**src/rtl/uart_tx_fifo.sv**
```systemverilog
// uart_tx_fifo
//   Byte FIFO and launch sequencer sitting in front of a UART transmitter.
//   System logic pushes bytes with single-cycle write strobes. The sequencer
//   pops them one at a time and launches each one into the transmitter using
//   its DV / Active / Done handshake. Producers therefore never need to track
//   frame timing.
//
// Ports
//   i_Clock      system clock (rising edge)
//   i_Reset      synchronous, active-high reset
//   i_Wr_DV      write strobe, one byte per cycle
//   i_Wr_Byte    write data
//   o_Full       occupancy == DEPTH (registered)
//   o_Empty      occupancy == 0 (registered)
//   o_Count      occupancy 0..DEPTH (registered)
//   o_Overflow   sticky: a write was dropped because the FIFO was full
//   o_TX_DV      one-cycle launch pulse to the transmitter
//   o_TX_Byte    byte to the transmitter, held until the next launch
//   i_TX_Active  transmitter busy with a frame
//   i_TX_Done    transmitter frame-complete pulse
//   o_Busy       sequencer is not idle
module uart_tx_fifo #(
    parameter int DEPTH    = 16,
    parameter int ADDR_W   = 4,
    parameter int GAP_CLKS = 2
) (
    input  logic              i_Clock,
    input  logic              i_Reset,
    input  logic              i_Wr_DV,
    input  logic [7:0]        i_Wr_Byte,
    output logic              o_Full,
    output logic              o_Empty,
    output logic [ADDR_W:0]   o_Count,
    output logic              o_Overflow,
    output logic              o_TX_DV,
    output logic [7:0]        o_TX_Byte,
    input  logic              i_TX_Active,
    input  logic              i_TX_Done,
    output logic              o_Busy
);

    localparam int GAP_W = (GAP_CLKS > 1) ? $clog2(GAP_CLKS) : 1;
    localparam logic [ADDR_W:0]  FULL_CNT = (ADDR_W + 1)'(DEPTH);
    localparam logic [GAP_W-1:0] GAP_LOAD = GAP_W'(GAP_CLKS - 1);

    typedef enum logic [1:0] {
        S_IDLE,
        S_LAUNCH,
        S_WAIT_DONE,
        S_GAP
    } state_t;

    state_t            state_q, state_d;
    logic [ADDR_W-1:0] wr_ptr_q, wr_ptr_d;
    logic [ADDR_W-1:0] rd_ptr_q, rd_ptr_d;
    logic [ADDR_W:0]   count_q, count_d;
    logic              full_q, full_d;
    logic              empty_q, empty_d;
    logic              ovf_q, ovf_d;
    logic              tx_dv_q, tx_dv_d;
    logic [7:0]        tx_byte_q, tx_byte_d;
    logic              busy_q, busy_d;
    logic [GAP_W-1:0]  gap_q, gap_d;
    logic [7:0]        mem_q [DEPTH];

    logic              wr_en;
    logic              pop;

    // FIFO bookkeeping. Acceptance looks at the registered full flag, so a
    // write that lands in the same cycle as a pop from a full FIFO is still
    // dropped. Pointers wrap naturally because DEPTH == 2**ADDR_W.
    always_comb begin
        wr_en    = i_Wr_DV && !full_q;
        pop      = (state_q == S_LAUNCH);
        wr_ptr_d = wr_en ? wr_ptr_q + 1'b1 : wr_ptr_q;
        rd_ptr_d = pop   ? rd_ptr_q + 1'b1 : rd_ptr_q;
        count_d  = count_q;
        case ({wr_en, pop})
            2'b10:   count_d = count_q + 1'b1;
            2'b01:   count_d = count_q - 1'b1;
            default: count_d = count_q;
        endcase
        full_d  = (count_d == FULL_CNT);
        empty_d = (count_d == '0);
        ovf_d   = ovf_q || (i_Wr_DV && full_q);
    end

    // Launch sequencer. The DV pulse and the byte are loaded on the edge
    // that enters LAUNCH, so both are flop outputs during the LAUNCH cycle.
    always_comb begin
        state_d   = state_q;
        gap_d     = gap_q;
        tx_dv_d   = 1'b0;
        tx_byte_d = tx_byte_q;
        case (state_q)
            S_IDLE: begin
                if ((count_q != '0) && !i_TX_Active) begin
                    state_d   = S_LAUNCH;
                    tx_dv_d   = 1'b1;
                    tx_byte_d = mem_q[rd_ptr_q];
                end
            end
            S_LAUNCH: begin
                state_d = S_WAIT_DONE;
            end
            S_WAIT_DONE: begin
                if (i_TX_Done) begin
                    gap_d   = GAP_LOAD;
                    state_d = S_GAP;
                end
            end
            S_GAP: begin
                // Counter is loaded with GAP_CLKS-1, so GAP spans GAP_CLKS cycles.
                if (gap_q == '0) begin
                    state_d = S_IDLE;
                end else begin
                    gap_d = gap_q - 1'b1;
                end
            end
            default: begin
                state_d = S_IDLE;
            end
        endcase
        busy_d = (state_d != S_IDLE);
    end

    always_ff @(posedge i_Clock) begin
        if (i_Reset) begin
            state_q   <= S_IDLE;
            wr_ptr_q  <= '0;
            rd_ptr_q  <= '0;
            count_q   <= '0;
            full_q    <= 1'b0;
            empty_q   <= 1'b1;
            ovf_q     <= 1'b0;
            tx_dv_q   <= 1'b0;
            tx_byte_q <= 8'h00;
            busy_q    <= 1'b0;
            gap_q     <= '0;
        end else begin
            state_q   <= state_d;
            wr_ptr_q  <= wr_ptr_d;
            rd_ptr_q  <= rd_ptr_d;
            count_q   <= count_d;
            full_q    <= full_d;
            empty_q   <= empty_d;
            ovf_q     <= ovf_d;
            tx_dv_q   <= tx_dv_d;
            tx_byte_q <= tx_byte_d;
            busy_q    <= busy_d;
            gap_q     <= gap_d;
        end
    end

    // Storage is not reset. Only the pointers define which entries are valid.
    always_ff @(posedge i_Clock) begin
        if (wr_en && !i_Reset) begin
            mem_q[wr_ptr_q] <= i_Wr_Byte;
        end
    end

    assign o_Full     = full_q;
    assign o_Empty    = empty_q;
    assign o_Count    = count_q;
    assign o_Overflow = ovf_q;
    assign o_TX_DV    = tx_dv_q;
    assign o_TX_Byte  = tx_byte_q;
    assign o_Busy     = busy_q;

endmodule

```
**config.mk**
```make
export PLATFORM = sky130hd
export DESIGN_NAME = uart_tx_fifo
export DESIGN_NICKNAME = d
export VERILOG_FILES = /design/src/rtl/uart_tx_fifo.sv
export SDC_FILE = /design/constraint.sdc
export NUM_CORES = 1
export LEC_CHECK = 0
export BUFFER_PORTS_ARGS = -buffer_cell sky130_fd_sc_hd__buf_2
export CAP_MARGIN = 20
export CORE_ASPECT_RATIO = 0.9
export CORE_MARGIN = 2
export CORE_UTILIZATION = 35
export DETAILED_ROUTE_END_ITERATION = 12
export HOLD_SLACK_MARGIN = 0.08
export PLACE_DENSITY = 0.55
export SLEW_MARGIN = 20
export SYNTH_ARGS = -nofsm -noshare
export SYNTH_HDL_FRONTEND = slang
export SYNTH_SLANG_ARGS = --single-unit
```
**constraint.sdc**
```tcl
create_clock -name i_Clock -period 3.3 [get_ports i_Clock]
set_input_delay 0.495 -clock i_Clock [delete_from_list [all_inputs] [get_ports i_Clock]]
set_output_delay 0.495 -clock i_Clock [all_outputs]
set_load 0.03 [all_outputs]
```
Word-level counts from Yosys, hierarchy flattened
Memories as Yosys holds them, arrays and structs flattened. A register that Yosys moved wholly into a read port is not among the register bits.
Cells that the tools add are included.
W data, S select, Z words.
Word-level totals
  input port bits: 13
  word-level logic and storage cells: 51
  RAM bits: 128
  output and inout port bits: 18
  memories kept: 1
  register bits after elaboration: 21
Memory list
  mem_q: depth 16, bits a word 8, rd ports 1, clocked after Yosys merged registers in 1, wr ports 1, line 64  | logic [7:0] mem_q [DEPTH];
Cells by class
  equal/unequal tests: 7
  muxes and demuxes: 11
  reduce and logical (&&, ||, !) cells: 16
  bitwise operators: 1
  add/subtract/negate cells: 5
Operator list (count)
  $pmux W5 S2: 1
  $add A4 B1 Y4 const B: 2
  $pmux W2 S4: 1
  $eq A2 B2 Y1 const B: 3
  $mux W2: 3
  $add A5 B1 Y5 const B: 1
  $eq A5 B5 Y1 const B: 1
  $logic_not A5 Y1: 1
  $mux W1: 5
  $reduce_bool A5 Y1: 1
  $sub A5 B1 Y5 const B: 1
  $eq A2 B1 Y1 const B: 2
  $logic_and A1 B1 Y1: 4
  $reduce_and A2 Y1: 2
  $reduce_bool A2 Y1: 2
  $logic_not A1 Y1: 3
  $logic_not A2 Y1: 1
  $ne A2 B2 Y1 const B: 1
  $pmux W1 S2: 1
  $reduce_or A2 Y1: 1
  $logic_or A1 B1 Y1: 1
  $not A1 Y1: 1
  $sub A1 B1 Y1 const B: 1

Depth between registers and ports, before layout
Gate-level depths: netlist (run 1).
  depth in word-level cells: 5
  gate-level depth with buffers: 11
  gate-level depth less buffers: 10

Worst setup path before layout (run 1)
No wires, ideal clock.
  path kind: input -> register
  from: input port i_Wr_DV
  to: register full_q (netlist: o_Full)
  path slack: 528 ps
  arrival time: 2656 ps
  data required time: 3184 ps
  path buffers: 1
  stages on the path: 11
  library setup time: 116 ps
  path through: nor2b_1 -> inv_1 -> ha_1 -> buf_2 -> xor2_1 -> ha_1 -> o21ai_0 -> a21oi_1 -> nor4_2 -> mux2_2 -> and4_1
Between the ends
  longest elaborated chain between the ends: 4
  elaborated cells between the ends (all ways): 5
  classes of those cells: eq/ne (3); mux (1); reduce/logical (1)
Ends and longest elaborated chain
  start: declaration: line 29  | input logic i_Wr_DV,
  $logic_and A1 B1 Y1 *: line 73  | wr_en = i_Wr_DV && !full_q;
  $eq A2 B1 Y1 / $eq A2 B2 Y1 (equally long branches): line 78  | case ({wr_en, pop})
  $pmux W5 S2 *: line 78
  $eq A5 B5 Y1 *: line 83  | full_d = (count_d == FULL_CNT);
  end signal: assignment: line 145  | full_q <= full_d;
  end: declaration: line 57  | logic full_q, full_d;
Mark *: on every way between the ends. The rest lies on a longest branch, timed or not.
A chain may end at the register's enable or synchronous reset.

Worst setup path in the final report (run 1)
  from: register state_q[0]
  to: register full_q (netlist: o_Full)
Between the ends
  longest elaborated chain between the ends: 4
  elaborated cells between the ends (all ways): 5
  classes of those cells: eq/ne (4); mux (1)
Ends and longest elaborated chain
  start: declaration: line 53  | state_t state_q, state_d;
  start signal: assignment: line 141  | state_q <= state_d;
  $eq A2 B1 Y1 *: line 74  | pop = (state_q == S_LAUNCH);
  $eq A2 B1 Y1 / $eq A2 B2 Y1 (equally long branches): line 78
  $pmux W5 S2 *: line 78
  $eq A5 B5 Y1 *: line 83
Marked as above.

==> out/results.ini, run 1 <==
[status]
status = completed

[placed_design]
gp_congestion = 0.718
place_inst = 641
io_buffers = 30
dp_hpwl_um = 8170
place_area_um2 = 6870

[die]
die_y_um = 132
pin_count = 31
start_util_pct = 35.9
coreArea_um2 = 17700
die_w_um = 146
die-area_um2 = 19300
rows = 46

[cells_and_area]
layout_commonest_cell = edfxtp_1
design_area_um2 = 7450
final_nets = 441
diodes = 0
multi_input_area_um2 = 1780
area_delta_synth_final_pct = 16.9
final_cell_mix = edfxtp_1, nor2_1, buf_2
nFillCells = 1619
regArea_um2 = 4430
finalNonFillerCells = 673
final_layout_size_suffix_gt1_share_pct = 26.6

[clock_tree]
cts_tree = built
numCtsBuffers = 17
clock-sinks = 157
ctsHoldBuffers = 0
htree_num_levels = 4
post_cts_buffers = 0
clockBufferDepth = 2
clk_latency_ps = 420
cts-root-buf = clkbuf_16
cts_resized = 0
clkTransAtPathRegs_ps = 60

[yosys]
syn_inst = 372
ys_ff_latch = 157
synth_top_area_cell = edfxtp_1
avgSynthCellArea_um2 = 17.1
syn-cell-area_um2 = 6370
synthesis.nets = 393
synthTopCellsByArea = edfxtp_1, dfxtp_1, mux4_2
synth_warnings = 0
synth_top_area_share_pct = 60.3
synth_cell_types = 39
yosysSeqAreaShare_pct = 69.5

[detailed_routing]
firstDrtPassIters = 5
ant_nets = 0
routed_wl_um = 12700
drc = 0
vias = 3280
viasPerCell = 4.87
drt_iter0_drc = 255
wire_per_inst_um = 18.8

[critical_path]
crit_fanout = 6
crit_type = flop to flop
endpoint_kind = flop
critPathRequiredTime_ps = 3610
cp-start-kind = flop
crit_path_top_delay_cell = mux2_2
arrival_ps = 2820
worst_path_most_repeated_cell = ha_1
crit_chain = nor2b_1 > buf_4 > ha_1 > xor2_1 > ha_1 > o21ai_0 > a21oi_1 > nor4_2 > mux2_2 > and4_1
slowest_delay_ps = 390

[global_route]
grt.total_usage_pct = 14.0
grt_pass1_wl_um = 19800
grt-ovfl-total = 0
antenna_found_initial = 0
grt_max_degree = 28
grt_pass1_vias = 3388

[power]
power_density_nw_per_um2 = 662
vdd_drop_max_uv = 299
power.leakage_nw = 2.49

[sta]
setup-violations-final = 0
final.setup_skew_ps = 6.04
setup_tns_ps = 0
holdWs_ps = 323
fmax_ghz = 0.399
worst_slew_pin_slew_ps = 781
rsz0062_at_grt = false
period_needed_ps = 2510
slew-limit-headroom_pct = 47.8
hold_viol = 0
slew_viol_final = 0
fin_crit_sh_pct = 76.0

[min_path]
hold_class = input pin to flop

[flow_run]
drv_cap = 0

[cells by family (layout without fill, tap and decap cells)]
kind of cell               count (synthesis)  in the layout  share of synthesized area (%)
and+or+nand+nor                           75             75                           5.83
buffers and inverters                     29             90                           2.53
AOI/OAI and AO/OA                         45             45                           4.95
muxes                                     45             45                           13.9
adders and majority gates                  8              8                           1.57
xor gates and xnor gates                  13             13                           1.79
DFF                                      157            157                           69.5
[worst paths after layout]
kind | cells after the start | to | slack (ps) | startpoint
setup / recovery | 10 | o_Full$_SDFF_PP0_ | 790 | state_q[0]$_SDFF_PP0_
hold reg to reg | 1 | o_TX_Byte[5]$_SDFFE_PP0P_ | 470 | o_TX_Byte[5]$_SDFFE_PP0P_
hold / removal | 3 | o_Overflow$_SDFF_PP0_ | 320 | i_Wr_DV
setup reg to reg | 10 | o_Full$_SDFF_PP0_ | 790 | state_q[0]$_SDFF_PP0_
[per-stage QoR]
stage               setup slack [ps]  power [mW]  util [%]
finish                           793        4.93      42.0
global route                     674        5.14      42.0
CTS                              794        4.99      42.0
detailed placement               566        3.05      38.7
global placement                 631        3.04      38.7
floorplan                        528        2.87         -
[power by group]
| group | switching [mW] | total [mW] | internal [mW] | leakage [nW] |
|---|---|---|---|---|
| clock network | 0.760 | 1.94 | 1.18 | 0.284 |
| logic | 0.386 | 0.693 | 0.307 | 0.818 |
| registers | 0.0860 | 2.30 | 2.21 | 1.39 |
[final cells by class]
type                    instances  share of cell area [%]
repair buffers                 54                    4.60
clock inverters                13                    1.98
multi-input cells             186                    24.0
inverters                       4                   0.202
flip-flops and latches        157                    59.4
clock buffers                  19                    5.81
well taps                     240                    4.03
[routing by layer]
layer | wire length (um) | track usage (%) | vias up
met2 | 6060 | 21.9 | 58
met3 | 456 | 4.19 | 8
met1 | 6040 | 18.7 | 1674
met5 | 0 | 0 | -
met4 | 124 | 4.85 | 0
li1 | - | - | 1540
[critical path, delay by kind of cell, from the launching register on]
family	cells	cell delay (ps)
AND/OR/NAND/NOR	3	660
AO/OA/AOI/OAI	2	230
buffers and inverters	1	170
XOR/XNOR	1	160
flip-flops	1	350
multiplexers	1	390
adder cells (fa/ha/maj)	2	430
[flip-flops by register name (all words and copies together) (netlist names)]
register,cells
mem_q,128
o_TX_Byte,8
o_Count,5
rd_ptr_q,4
wr_ptr_q,4
state_q,2
gap_q,1
o_Busy,1
o_Empty,1
o_Full,1
o_Overflow,1
o_TX_DV,1
[synth_stat cells]
| cell | number |
|---|---|
| xnor2_1 | 5 |
| a22o_1 | 8 |
| nor2_1 | 32 |
| xor2_1 | 8 |
| mux4_1 | 8 |
| buf_12 | 1 |
| nand4_1 | 2 |
| a41o_1 | 1 |
| nand2_1 | 12 |
| buf_1 | 3 |
| inv_1 | 4 |
| a21oi_1 | 18 |
| nor2b_4 | 1 |
| nor3_1 | 6 |
| clkbuf_1 | 8 |
| nor4_2 | 1 |
| buf_6 | 2 |
| o31ai_1 | 1 |
| clkbuf_4 | 1 |
| and4_1 | 1 |
| nand2b_1 | 6 |
| ha_1 | 8 |
| buf_2 | 8 |
| a21o_1 | 1 |
| o21bai_1 | 1 |
| o32ai_1 | 1 |
| buf_4 | 2 |
| mux2_2 | 2 |
| a211o_1 | 1 |
| nand3b_1 | 1 |
| mux4_2 | 24 |
| or3b_1 | 1 |
| a211oi_2 | 3 |
| a211oi_1 | 7 |
| dfxtp_1 | 29 |
| edfxtp_1 | 128 |
| o21ai_0 | 3 |
| nor2b_1 | 12 |
| mux2i_1 | 11 |
Power figures use the tool's default switching activity.
==> run 2: changes to the inputs <==
- PLACE_DENSITY: 0.55 -> 0.57
- clock period: 3.3 -> 2.2 ns (I/O delays scaled with it)
==> run 2 against run 1 <==
Compared with the run above:
- worst setup slack got worse by 760 ps
- critical path depth unchanged
- register-to-register slack got worse by 760 ps
- total power increased by 49%
- worst hold slack got worse by 160 ps
- via count increased by 3.0%
- critical endpoint unchanged
- sequential power increased by 49%
- clock skew about the same
- sequential share of layout area decreased by 1.8 points
==> out/results.ini, run 2 (synthesis gave the netlist of run 1 again) <==
[detailed_routing]
wire_per_inst_um = 18.2  ; -3.4%
drt_iter0_drc = 296  ; +16%
viasPerCell = 4.85  ; -0.42%
firstDrtPassIters = 4  ; -1
drc = 0  ; unchanged
vias = 3378  ; +3.0%
routed_wl_um = 12700  ; -0.12%
ant_nets = 0  ; unchanged

[die]
die_w_um = 146  ; unchanged
pin_count = 31  ; unchanged
coreArea_um2 = 17700  ; unchanged
die_y_um = 132  ; unchanged
rows = 46  ; unchanged
start_util_pct = 35.9  ; unchanged
die-area_um2 = 19300  ; unchanged

[placed_design]
dp_hpwl_um = 8460  ; +3.6%
place_inst = 660  ; +3.0%
io_buffers = 30  ; unchanged
place_area_um2 = 7050  ; +2.7%
gp_congestion = 0.786  ; +9.5%
post-place-ws_ps = -173  ; -739 ps

[cells_and_area]
largest_reg_flops = 128  ; unchanged
top_register = mem_q
final_layout_size_suffix_gt1_share_pct = 33.1  ; +6.6 points
final_nets = 464  ; +5.2%
design_area_um2 = 7690  ; +3.2%
final_cell_mix = edfxtp_1, buf_4, nor2_1
area_delta_synth_final_pct = 20.7
diodes = 0  ; unchanged
utilization_pct = 43.4  ; +1.4 points
finalNonFillerCells = 696  ; +3.4%
layout_commonest_cell = edfxtp_1

[critical_path]
crit_start = o_Full$_SDFF_PP0_
crit_chain = nor2b_4 > inv_2 > ha_4 > xor2_1 > ha_2 > o21ai_2 > a21oi_2 > nor4_4 > mux2_4 > and4_1
arrival_ps = 2490  ; -330 ps
crit_path_top_delay_cell = dfxtp_4
critPathRequiredTime_ps = 2520  ; -1090 ps
r2r-start = o_Full$_SDFF_PP0_
cp.depth = 10  ; unchanged
r2r-end = o_Full$_SDFF_PP0_
cp-start-kind = flop
worst-path-buf-inv = 1  ; unchanged
slowest_delay_ps = 350  ; -40 ps
path_delay_family = simple AND/OR/NAND/NOR gates
crit_type = flop to flop
reg2reg_depth = 10  ; unchanged
crit_fanout = 2  ; -4
reg2reg_slack_ps = 30  ; -760 ps
critPathCapture = o_Full$_SDFF_PP0_
endpoint_kind = flop

[global_route]
grt-ovfl-total = 0  ; unchanged
grt_pass1_vias = 3442  ; +1.6%
grt_max_degree = 23  ; -18%
antenna_found_initial = 0  ; unchanged
grt_pass1_wl_um = 19600  ; -1.0%
grt.total_usage_pct = 13.8  ; -0.18 points

[sta]
fin_crit_sh_pct = 98.6  ; +23 points
worst_slew_pin_slew_ps = 587  ; -194 ps
final.setup_skew_ps = 6.05  ; +0.00311 ps
holdWs_ps = 164  ; -159 ps
slew-limit-headroom_pct = 60.8  ; +13 points
setup_tns_ps = 0  ; unchanged
rsz0062_at_grt = true
slew_viol_final = 0  ; unchanged
hold_viol = 0  ; unchanged
fin_ws_ps = 30.3  ; -763 ps
fmax_ghz = 0.461  ; +16%
period_needed_ps = 2170  ; -337 ps
setup-violations-final = 0  ; unchanged

[power]
power_switching_share_pct = 25.2  ; +0.22 points
sequentialPowerShare_pct = 46.5  ; about the same
finalPower_mw = 7.35  ; +49%
switchingPower_mw = 1.85  ; +50%
combPwrFrac_pct = 16.2  ; +2.2 points
power_density_nw_per_um2 = 956  ; +44%
intPower_mw = 5.50  ; +49%
vdd_drop_max_uv = 397  ; +33%
power.leakage_nw = 2.61  ; +4.7%
pwr-share-clk_pct = 37.3  ; -2.0 points

[clock_tree]
clkTransAtPathRegs_ps = 60  ; about the same
clock-sinks = 157  ; unchanged
numCtsBuffers = 17  ; unchanged
htree_num_levels = 4  ; unchanged
clk_latency_ps = 420  ; about the same
ctsHoldBuffers = 0  ; unchanged
clockBufferDepth = 2  ; unchanged
cts_tree = built
cts-root-buf = clkbuf_16

[status]
status = completed

[flow_run]
drv_cap = 0  ; unchanged

[min_path]
hold_class = input pin to flop

==> run 2: changes by cell type in the layout (fill, tap and decap cells not counted), sizes merged <==
cell / change
clkinv: -2
bufinv: -2
clkinvlp: +1
buf: +23
clkbuf: +3
==> run 2: per-layer routing <==
| layer | vias up | wire (um) | global-route usage, % |
|---|---|---|---|
| li1 | 1587 | - | - |
| met1 | 1711 | 5900 | 19.1 |
| met2 | 66 | 5910 | 21.0 |
| met3 | 14 | 709 | 3.88 |
| met4 | 0 | 137 | 5.18 |
| met5 | - | 0 | 0 |
==> run 2: power by group through the flow <==
stage,registers (mW),logic (mW),clock network [mW]
after global routing,3.44,1.31,2.92
after CTS,3.42,1.19,2.81
after floorplan,3.59,0.729,0
after detailed placement,3.48,1.17,0
final,3.42,1.19,2.74
after global placement,3.47,1.15,0
==> run 2: how the worst min path moves through the flow <==
stage | start | end | cells past startpoint
CTS | i_Wr_DV | o_Overflow$_SDFF_PP0_ | 3
global route | i_Wr_DV | o_Overflow$_SDFF_PP0_ | 3
finish | i_Wr_DV | o_Overflow$_SDFF_PP0_ | 3
detailed placement | o_TX_Byte[6]$_SDFFE_PP0P_ | o_TX_Byte[6]$_SDFFE_PP0P_ | 1
global placement | o_TX_Byte[2]$_SDFFE_PP0P_ | o_TX_Byte[2]$_SDFFE_PP0P_ | 1
floorplan | i_Wr_Byte[0] | mem_q[0][0]$_DFFE_PP_ | 0
==> run 2: worst min-delay path, stage by stage <==
cell and delay [ps]:
buf_2 90, a21oi_1 50, nor2_1 80
==> run 2: timing repair <==
| item | in CTS | in global routing |
|---|---|---|
| setup buffers | 4 | 1 |
| pin swaps | 2 | 4 |
| setup endpoints to repair | 1 | 3 |
| gates resized for setup | 2 | 9 |
==> run 2: area by class of cell <==
type	instances	area (um2)
clock buffer	22	474
timing repair buffer	77	528
sequential	157	4430
fill	1599	10000
multi-input combinational	186	1850
inverter	4	15.0
tap	240	300
clock inverter	10	88.8
==> run 3: changes to the inputs <==
- ABC_AREA: not set -> 1
==> run 3 against run 2 <==
Compared with the run above:
- synthesized cell count is 58% higher
- routed wire length rose by 17%
- sequential power about the same
- clock skew rose by 0.57 ps
- clock power increased by 7%
- largest cell class unchanged
==> out/results.ini, run 3 <==
[cells_and_area]
layout_commonest_cell = nor2_1
largest_reg_flops = 128  ; unchanged
final_nets = 663  ; +43%
final_layout_size_suffix_gt1_share_pct = 15.4  ; -18 points
area_delta_synth_final_pct = 17.9
top_register = mem_q
nFillCells = 1685  ; +5.4%
diodes = 0  ; unchanged
final_cell_mix = nor2_1, edfxtp_1, nand2_1

[clock_tree]
numCtsBuffers = 17  ; unchanged
clk_latency_ps = 420  ; about the same
ctsHoldBuffers = 0  ; unchanged
cts_tree = built
cts-root-buf = clkbuf_16
post_cts_buffers = 0  ; -4
clock-sinks = 157  ; unchanged
clockBufferDepth = 2  ; unchanged
htree_num_levels = 4  ; unchanged
clkTransAtPathRegs_ps = 60  ; about the same

[global_route]
antenna_found_initial = 0  ; unchanged
grt_max_degree = 67  ; +190%
grt-ovfl-total = 0  ; unchanged
grt_pass1_vias = 4303  ; +25%
grt.total_usage_pct = 15.8  ; +2.0 points
grt_pass1_wl_um = 23400  ; +19%

[placed_design]
post-place-ws_ps = 65.2  ; +238 ps
gp_congestion = 0.829  ; +5.5%
dp_hpwl_um = 9600  ; +13%
io_buffers = 30  ; unchanged

[detailed_routing]
routed_wl_um = 14800  ; +17%
viasPerCell = 4.86  ; +0.23%
vias = 4378  ; +30%
drt_iter0_drc = 384  ; +30%
wire_per_inst_um = 16.4  ; -9.8%
drc = 0  ; unchanged
ant_nets = 0  ; unchanged
firstDrtPassIters = 5  ; +1

[critical_path]
crit_type = flop to flop
critPathRequiredTime_ps = 2550  ; +30 ps
crit_fanout = 5  ; +3
cp-start-kind = flop
endpoint_kind = flop
arrival_ps = 2350  ; -140 ps
reg2reg_slack_ps = 200  ; +170 ps

[power]
sequentialPowerShare_pct = 42.7  ; -3.8 points
switchingPower_mw = 2.39  ; +29%
intPower_mw = 5.68  ; +3.1%
power_density_nw_per_um2 = 1050  ; +10%
power_switching_share_pct = 29.7  ; +4.5 points
power.leakage_nw = 2.82  ; +7.9%
pwr-share-clk_pct = 36.4  ; -0.9 points
combPwrFrac_pct = 20.9  ; +4.7 points
vdd_drop_max_uv = 411  ; +3.4%

[flow_run]
drv_cap = 0  ; unchanged

[die]
start_util_pct = 35.6  ; -0.36 points
coreArea_um2 = 18300  ; +3.2%
pin_count = 31  ; unchanged
die_w_um = 148  ; +1.0%
rows = 47  ; +2.2%
die-area_um2 = 19700  ; +2.1%
die_y_um = 133  ; +1.0%

[yosys]
synth_top_area_share_pct = 59.1  ; -1.3 points
synth_cell_types = 24  ; -38%
synth_warnings = 0  ; unchanged
synth_edf_count = 128  ; unchanged
yosysSeqAreaShare_pct = 68.0  ; -1.5 points
yosysMostFrequentCell = nor2_1
synth_common_cells = nor2_1, edfxtp_1, nand2_1
ys_ff_latch = 157  ; unchanged
syn_inst = 589  ; +58%
avgSynthCellArea_um2 = 11.0  ; -35%
synthTopCellsByArea = edfxtp_1, dfxtp_1, nor2_1
syn-cell-area_um2 = 6510  ; +2.1%
synth_flop_cell = edfxtp_1
async_flop_share_pct = 0  ; unchanged
synthesis.nets = 610  ; +55%
synth_top_area_cell = edfxtp_1

[sta]
rsz0062_at_grt = false
hold_viol = 0  ; unchanged
slew-limit-headroom_pct = 58.0  ; -2.8 points
worst_slew_pin_slew_ps = 627  ; +39.8 ps
setup_tns_ps = 0  ; unchanged
fin_crit_sh_pct = 91.0  ; -7.7 points
final.setup_skew_ps = 6.62  ; +0.569 ps
slew_viol_final = 0  ; unchanged
fin_ws_ps = 199  ; +169 ps
period_needed_ps = 2000  ; -169 ps
setup-violations-final = 0  ; unchanged
fmax_ghz = 0.500  ; +8.4%

[min_path]
hold_class = input pin to flop

[status]
status = completed

-- run 3: cell types whose count changed after synthesis, moves of 8 or more --
cell / change
a22o_1: -8
inv_1: +31
mux2i_1: -11
mux4_1: -8
mux4_2: -24
nand2_1: +43
nand3_1: +35
nor2_1: +103
nor2b_1: -12
o211ai_1: +33
o21ai_0: +40
o21ai_1: +25
-- run 3: path summary, 6_finish.rpt --
check	startpoint	end	cells after the start
worst max-delay path	o_Full$_SDFF_PP0_	o_Empty$_SDFF_PP1_	12
worst min-delay path	i_Wr_DV	o_Overflow$_SDFF_PP0_	3
worst max register to register	o_Full$_SDFF_PP0_	o_Empty$_SDFF_PP1_	12
worst min register to register	o_Overflow$_SDFF_PP0_	o_Overflow$_SDFF_PP0_	2
-- run 3: power groups by stage --
stage               clock network [mW]  registers, mW  logic (mW)
floorplan                            0           3.70        1.04
global placement                     0           3.50        1.65
detailed placement                   0           3.51        1.68
CTS                               3.00           3.44        1.69
global route                      3.10           3.46        1.89
finish                            2.93           3.44        1.69
-- run 3: timing repair --
| action | 4_1_cts | 5_1_grt |
|---|---|---|
| endpoints found under the hold margin | 0 | 0 |
| endpoints found under the setup margin | 0 | 3 |
| resized for setup | 0 | 4 |
-- run 3: kinds of logic (layout without fill, tap and decap cells) --
logic type | after synthesis | after routing | share of synthesized area (%)
simple gates | 240 | 240 | 14.9
flops | 157 | 157 | 68.0
compound gates | 116 | 116 | 10.4
buf+inv | 67 | 133 | 5.04
fa+ha+maj | 8 | 8 | 1.54
xor+xnor | 1 | 1 | 0.135
-- run 3: layer usage --
| metal | wire (um) | global-route usage [%] | part of all wire (%) | up-vias |
|---|---|---|---|---|
| met5 | 0 | 0 | 0 | - |
| met4 | 95 | 5.98 | 0.64 | 0 |
| met3 | 691 | 3.56 | 4.7 | 9 |
| met2 | 7130 | 25.8 | 48 | 105 |
| met1 | 6850 | 20.7 | 46 | 2100 |
| li1 | - | - | - | 2164 |
-- run 3: cell type report --
cell class,count,area [um2],area share (%)
clock buffer,19,433,5.64
sequential,157,4430,57.7
timing repair buffer,63,423,5.51
inverter,38,143,1.86
multi-input combinational,365,1770,23.1
clock inverter,13,165,2.15
tap,245,307,4.00
-- run 3: per-stage QoR --
step / area, um2 / util (%) / power [mW] / hold slack (ps) / std cells
2_1_floorplan: 6510 / - / 4.73 / 429 / 589
3_3_place_gp: 7050 / 38.6 / 5.15 / 453 / 868
3_5_place_dp: 7050 / 38.6 / 5.19 / 470 / 868
4_1_cts: 7650 / 41.8 / 8.13 / 143 / 900
5_1_grt: 7670 / 41.9 / 8.45 / 171 / 900
6_report: 7670 / 41.9 / 8.07 / 157 / 900
-- run 3: worst max-delay path, cell delays in order (launching register included) --
cell	delay (ps)
dfxtp_1	320
nor2_1	150
inv_1	110
ha_4	180
inv_1	100
nand2_1	60
nand2_1	90
ha_1	220
o21ai_0	240
nand2_1	90
nor2_1	110
nand3_1	110
o21ai_0	150
